===== src/rtl/at_cmd_uart_tx.sv =====
`timescale 1ns/1ps
// at_cmd_uart_tx: sends a latched 144-bit AT command as 8N1 UART frames, byte 0 first,
//   stopping at the first 0x00 byte or after 18 bytes.
// Latency: start bit begins 1 cycle after send is accepted; each byte costs 1 + 10*CLKS_PER_BIT cycles.
// Backpressure: cts_n (active-low) is sampled only between frames; while high the next frame waits
//   indefinitely, a frame already started always completes.
//
// Ports:
//   clk, reset    - clock (rising edge) and asynchronous active-high reset
//   cmd_data      - packed command, byte k at [8k+7:8k]; captured when send is accepted
//   send          - start request, honoured only while idle
//   cts_n         - clear-to-send from the BLE module, active-low
//   tx            - UART serial line, idles high
//   busy          - high from send acceptance until completion
//   done          - one-cycle completion pulse
//   bytes_sent    - frames fully transmitted for the current/last command
module at_cmd_uart_tx #(
    parameter int CLKS_PER_BIT = 434
) (
    input  logic         clk,
    input  logic         reset,
    input  logic [143:0] cmd_data,
    input  logic         send,
    input  logic         cts_n,
    output logic         tx,
    output logic         busy,
    output logic         done,
    output logic [4:0]   bytes_sent
);

    localparam int             CW        = $clog2(CLKS_PER_BIT);
    localparam logic [CW-1:0]  CNT_LAST  = CW'(CLKS_PER_BIT - 1);
    localparam logic [4:0]     MAX_BYTES = 5'd18;

    typedef enum logic [2:0] {
        S_IDLE,
        S_LOAD,
        S_START,
        S_DATA,
        S_STOP
    } state_t;

    state_t         state_q, state_d;
    logic [143:0]   buf_q, buf_d;       // current byte always sits in buf_q[7:0]
    logic [4:0]     idx_q, idx_d;
    logic [7:0]     shift_q, shift_d;
    logic [2:0]     bit_q, bit_d;
    logic [CW-1:0]  cnt_q, cnt_d;
    logic           tx_q, tx_d;
    logic           busy_q, busy_d;
    logic           done_q, done_d;
    logic [4:0]     sent_q, sent_d;

    always_ff @(posedge clk or posedge reset) begin
        if (reset) begin
            state_q <= S_IDLE;
            buf_q   <= '0;
            idx_q   <= '0;
            shift_q <= '0;
            bit_q   <= '0;
            cnt_q   <= '0;
            tx_q    <= 1'b1;
            busy_q  <= 1'b0;
            done_q  <= 1'b0;
            sent_q  <= '0;
        end else begin
            state_q <= state_d;
            buf_q   <= buf_d;
            idx_q   <= idx_d;
            shift_q <= shift_d;
            bit_q   <= bit_d;
            cnt_q   <= cnt_d;
            tx_q    <= tx_d;
            busy_q  <= busy_d;
            done_q  <= done_d;
            sent_q  <= sent_d;
        end
    end

    always_comb begin
        state_d = state_q;
        buf_d   = buf_q;
        idx_d   = idx_q;
        shift_d = shift_q;
        bit_d   = bit_q;
        cnt_d   = cnt_q;
        tx_d    = tx_q;
        busy_d  = busy_q;
        done_d  = 1'b0;
        sent_d  = sent_q;

        unique case (state_q)
            S_IDLE: begin
                tx_d = 1'b1;
                if (send) begin
                    buf_d   = cmd_data;
                    idx_d   = '0;
                    sent_d  = '0;
                    busy_d  = 1'b1;
                    state_d = S_LOAD;
                end
            end

            S_LOAD: begin
                tx_d = 1'b1;
                // Terminator check comes before flow control so an empty
                // remainder finishes even while the module holds off.
                if (idx_q == MAX_BYTES || buf_q[7:0] == 8'h00) begin
                    done_d  = 1'b1;
                    busy_d  = 1'b0;
                    state_d = S_IDLE;
                end else if (!cts_n) begin
                    shift_d = buf_q[7:0];
                    cnt_d   = '0;
                    tx_d    = 1'b0;
                    state_d = S_START;
                end
            end

            S_START: begin
                if (cnt_q == CNT_LAST) begin
                    cnt_d   = '0;
                    bit_d   = '0;
                    tx_d    = shift_q[0];
                    shift_d = {1'b0, shift_q[7:1]};
                    state_d = S_DATA;
                end else begin
                    cnt_d = cnt_q + 1'b1;
                end
            end

            S_DATA: begin
                if (cnt_q == CNT_LAST) begin
                    cnt_d = '0;
                    if (bit_q == 3'd7) begin
                        tx_d    = 1'b1;
                        state_d = S_STOP;
                    end else begin
                        tx_d    = shift_q[0];
                        shift_d = {1'b0, shift_q[7:1]};
                        bit_d   = bit_q + 1'b1;
                    end
                end else begin
                    cnt_d = cnt_q + 1'b1;
                end
            end

            S_STOP: begin
                if (cnt_q == CNT_LAST) begin
                    cnt_d   = '0;
                    sent_d  = sent_q + 1'b1;
                    idx_d   = idx_q + 1'b1;
                    buf_d   = {8'h00, buf_q[143:8]};
                    state_d = S_LOAD;
                end else begin
                    cnt_d = cnt_q + 1'b1;
                end
            end

            default: begin
                state_d = S_IDLE;
            end
        endcase
    end

    assign tx         = tx_q;
    assign busy       = busy_q;
    assign done       = done_q;
    assign bytes_sent = sent_q;

endmodule


===== config.mk =====
export PLATFORM = sky130hd
export DESIGN_NAME = at_cmd_uart_tx
export DESIGN_NICKNAME = d
export VERILOG_FILES = /design/src/rtl/at_cmd_uart_tx.sv
export SDC_FILE = /design/constraint.sdc
export NUM_CORES = 1
export LEC_CHECK = 0
export CELL_PAD_IN_SITES_DETAIL_PLACEMENT = 2
export CELL_PAD_IN_SITES_GLOBAL_PLACEMENT = 2
export CORE_MARGIN = 2
export CORE_UTILIZATION = 26
export CTS_CLUSTER_DIAMETER = 30
export CTS_CLUSTER_SIZE = 14
export DETAILED_ROUTE_END_ITERATION = 7
export PLACE_DENSITY = 0.67
export SLEW_MARGIN = 20
export SYNTH_ARGS = -nofsm -noshare
export SYNTH_HDL_FRONTEND = slang
export SYNTH_SLANG_ARGS = --single-unit

===== constraint.sdc =====
create_clock -name clk -period 15.4 [get_ports clk]
set_clock_uncertainty 0.2 [all_clocks]
set_input_delay 3.08 -clock clk [delete_from_list [all_inputs] [get_ports clk]]
set_output_delay 3.08 -clock clk [all_outputs]
set_load 0.02 [all_outputs]

* Yosys cells after proc, flatten, opt, wreduce, memory -nomap -nowiden *
Index checks and enable logic that the tools add are counted.

storage, ports and cells
  flip-flop bits (word level) = 180
  output and inout port bits = 8
  word-level logic and storage cells = 89

cells by class
  add/sub/neg operators = 4
  equal/unequal tests = 17
  mux-type cells = 41
  reductions and logical operators = 17

operator list
  cell                 count
  $mux 144             2
  $pmux 144 s2         1
  $mux 8               5
  $mux 3               10
  $mux 9               3
  $pmux 8 s3           1
  $pmux 5 s2           2
  $ne 2x2->1 const B   9
  $pmux 9 s2           1
  $mux 5               3
  $pmux 3 s5           1
  $reduce_and 3->1     4
  $reduce_and 6->1     2
  $add 5x1->5 const B  2
  $add 9x1->9 const B  1
  $eq 9x9->1 const B   1
  $mux 1               9
  $logic_not 8->1      1
  $reduce_bool 2->1    4
  $eq 3x2->1 const B   2
  $eq 3x3->1 const B   2
  $pmux 3 s2           1
  $eq 5x5->1 const B   1
  $pmux 1 s4           1
  10 further kinds     10

* Depth between registers and ports, before layout *
  depth after elaboration = 4
  mapped depth = 8
  gate-level depth less buffers = 6

* Worst setup path before layout *
No wires, ideal clock.

  path kind = input to register
  from = input send
  to = register buf_q[0]
  library setup time = 0.083 ns
  data arrival time = 4.186 ns
  required time = 15.117 ns
  path slack = 10.931 ns
  stages = 6
  path buffers = 2
  cell sequence = nor2b_1 a31oi_1 clkbuf_1 clkbuf_1 o21ai_0 o21ai_0

between the ends
  longest elaborated chain between the ends = 2

ends and longest elaborated chain
  element                            line  RTL
  start, declared                    23    input logic send,
  $ne 2x2->1 (no source line)        n/a
  $reduce_and 3->1 (no source line)  n/a
  end signal, assigned               68    buf_q <= buf_d;
  end, declared                      44    logic [143:0] buf_q, buf_d;

Every way passes these cells.
A chain may end at the register's enable or synchronous reset.

* Final worst setup path *
  from = input send
  to = register buf_q[85]

Same word-level chain as after synthesis.

==> flow_summary.json <==
{
  "final_nets": 1086,
  "min_path_type": "reg -> reg",
  "tightest_slew_ns": 1.07,
  "port_buffers": 155,
  "root_buffer": "clkbuf_16",
  "ff2ff_path_depth": 5,
  "numCtsBuffers": 17,
  "synthAdderAreaFrac_pct": 1.02,
  "syn-cell-area_um2": 8580,
  "die_x_um": 186,
  "critPathRequiredTime_ns": 15.54,
  "ir_drop_mv": 0.0778,
  "path_max_fanout": 94,
  "wirelength_um": 26900,
  "synth_top_area_share_pct": 52.2,
  "slew_headroom_pct": 28.6,
  "criticalPathCategory": "in -> reg",
  "arrival_ns": 5.84,
  "status": "finished clean",
  "setup_viol_count_final": 0,
  "initial_core_util_pct": 26.4,
  "powerDensity_nw_per_um2": 97.0,
  "cts_max_level": 4,
  "post_drt_via_cell_ratio": 4.89,
  "p_leak_nw": 4.25,
  "clk_pin_slew_worst_paths_ns": 0.07,
  "grt.overflow.total": 0,
  "post-route-drc-count": 0,
  "ys_seq_area_share_pct": 52.5,
  "muxShareOfSynthArea_pct": 15.9,
  "dr.pass1.iters": 4,
  "synth_top_family_by_area": "compound AO/OA/AOI/OAI gates",
  "antenna_found_initial": 1,
  "hold_path_depth": 1,
  "synth_area_leaders": "dfrtp_1 (52%), mux2i_1 (16%), o21ai_0 (16%)",
  "yosys_warnings": 0,
  "core_area_um2": 32500,
  "synth-compound-area-share_pct": 20.2,
  "grt_start_max_net_pins": 112,
  "cts_tree": "done",
  "synth_area_per_cell_um2": 10.4,
  "synth-main-ff-cell": "dfrtp_1",
  "final_antenna_net_count": 0,
  "mostFrequentLayoutCells": "o21ai_0 (267), dfrtp_1 (178), clkdlybuf4s50_1 (155), mux2i_1 (135), nand3_1 (18)",
  "ys_ff_latch": 180,
  "die_h_um": 186,
  "synth-xor-area-share_pct": 0.612,
  "final_common_cell": "o21ai_0",
  "dieArea_um2": 34500,
  "grt_pass1_wl_um": 43400,
  "final_max_slew_viol_count": 0,
  "wl_per_cell_um": 19.4,
  "clock_latency_ns": 0.45,
  "drtIter0Drc": 361,
  "yosys.area_share.simple_pct": 5.96,
  "cts.sinks": 180,
  "postCtsSetupRepairBufs": 0,
  "post-route-min-period_ns": 5.70,
  "placementRows": 66,
  "hpwl_um": 17200,
  "setup_tns_ns": 0,
  "instances_no_fill": 1386,
  "synth_edf_count": 0,
  "antenna_cells": 0,
  "dp_cells": 1354,
  "ioPinCount": 156,
  "start_kind": "input pin",
  "syn_nets": 977,
  "syn_to_final_growth_pct": 29.6,
  "rsz0062_at_grt": "no",
  "cts_resized": 0,
  "grt_usage_pct": 16.3,
  "hold_viol": 0,
  "maxCapViolCount": 0,
  "cts.hold.buffers_added": 0,
  "vias": 6781,
  "grt_pass1_vias": 7546,
  "synth.distinct_cells": 51,
  "synth_top_cell_by_area": "dfrtp_1",
  "final.period_utilization_pct": 37.0,
  "clockBufferDepth": 2,
  "gp_congestion": 0.751,
  "drive_gt1_share_pct": 6.04,
  "synthArstFlopShare_pct": 100,
  "max_clock_freq_mhz": 175,
  "endpoint_kind": "flop",
  "synthCells": 822
}
==> metal layers <==
layer	wire length [µm]	part of all wire, %	GRT usage, %	vias to the layer above
met3	881	3.3	3.03	18
li1	-	-	-	3188
met2	12900	48	26.5	99
met5	0	0	0	-
met1	12900	48	22.4	3476
met4	233	0.87	3.97	0
==> path summary, 6_finish.rpt <==
kind	slack, ns	endpoint	from
setup / recovery	9.70	buf_q[85]	send
hold / removal	0.31	buf_q[139]	buf_q[139]
setup reg to reg	11.90	buf_q[85]	state_q[2]
hold reg to reg	0.31	buf_q[139]	buf_q[139]
max in group asynchronous	10.56	buf_q[51]	reset
min in group asynchronous	2.98	buf_q[142]	reset
==> Yosys cell counts (all sizes together), types with 2 or more instances <==
library cell and number:
nand2 15, nand2b 5, a22o 12, nor2b 3, o22ai 4, mux2i 135, xnor2 4, nor3 2
or2 8, a31oi 2, a21oi 6, or3 2, a221o 2, nand3 18, o21a 2, o211ai 2
clkbuf 64, dfrtp 179, inv 10, buf 9, o221a 8, or4 4, xor2 2, nor2 18
and2 3, nor4 4, and3 3, ha 7, o21ai 271, o31ai 3
==> cells by family after synthesis <==
logic type,count (synthesis)
mux,136
compound gates,317
xor+xnor,6
simple gates,93
buf+inv,83
fa+ha+maj,7
flops,180
==> critical path, cell delays in order <==
cell,delay [ns]
clkdlybuf4s50_1,0.45
nor2b_1,0.19
a31oi_4,0.88
buf_4,0.85
o21ai_0,0.19
o21ai_0,0.14
==> sequential cells by signal (all words and copies together), names as in the netlist <==
signal      cells
bit_q           3
busy            1
cnt_q           9
buf_q         144
bytes_sent      5
tx              1
idx_q           5
done            1
shift_q         8
state_q         3
==> metrics by stage <==
step | instance area [µm²] | utilization [%] | total power [W] | setup WS [ns] | hold WS, ns
4_1_cts | 11100 | 34.2 | 0.00110 | 9.73 | 0.310
3_3_place_gp | 10500 | 32.3 | 0.000601 | 9.33 | 0.277
2_1_floorplan | 8580 | - | 0.000544 | 7.23 | 0.261
6_report | 11100 | 34.2 | 0.00108 | 9.70 | 0.308
5_1_grt | 11100 | 34.2 | 0.00112 | 9.50 | 0.323
3_5_place_dp | 10500 | 32.3 | 0.000603 | 9.27 | 0.289
==> report_power, final <==
| part | internal [W] | total (W) | switching, W |
|---|---|---|---|
| clock | 0.000275 | 0.000487 | 0.000211 |
| sequential | 0.000492 | 0.000504 | 0.0000116 |
| combinational | 0.0000485 | 0.0000886 | 0.0000401 |
==> final cells by class <==
class                           count  area, µm²
Clock buffer                       19        433
Fill cell                        3514      21400
Tap cell                          442        553
Inverter                           10       45.0
Clock inverter                     13        195
Timing Repair Buffer              163       1610
Multi-Input combinational cell    559       3770
Sequential cell                   180       4510
Power figures use the tool's default switching activity.
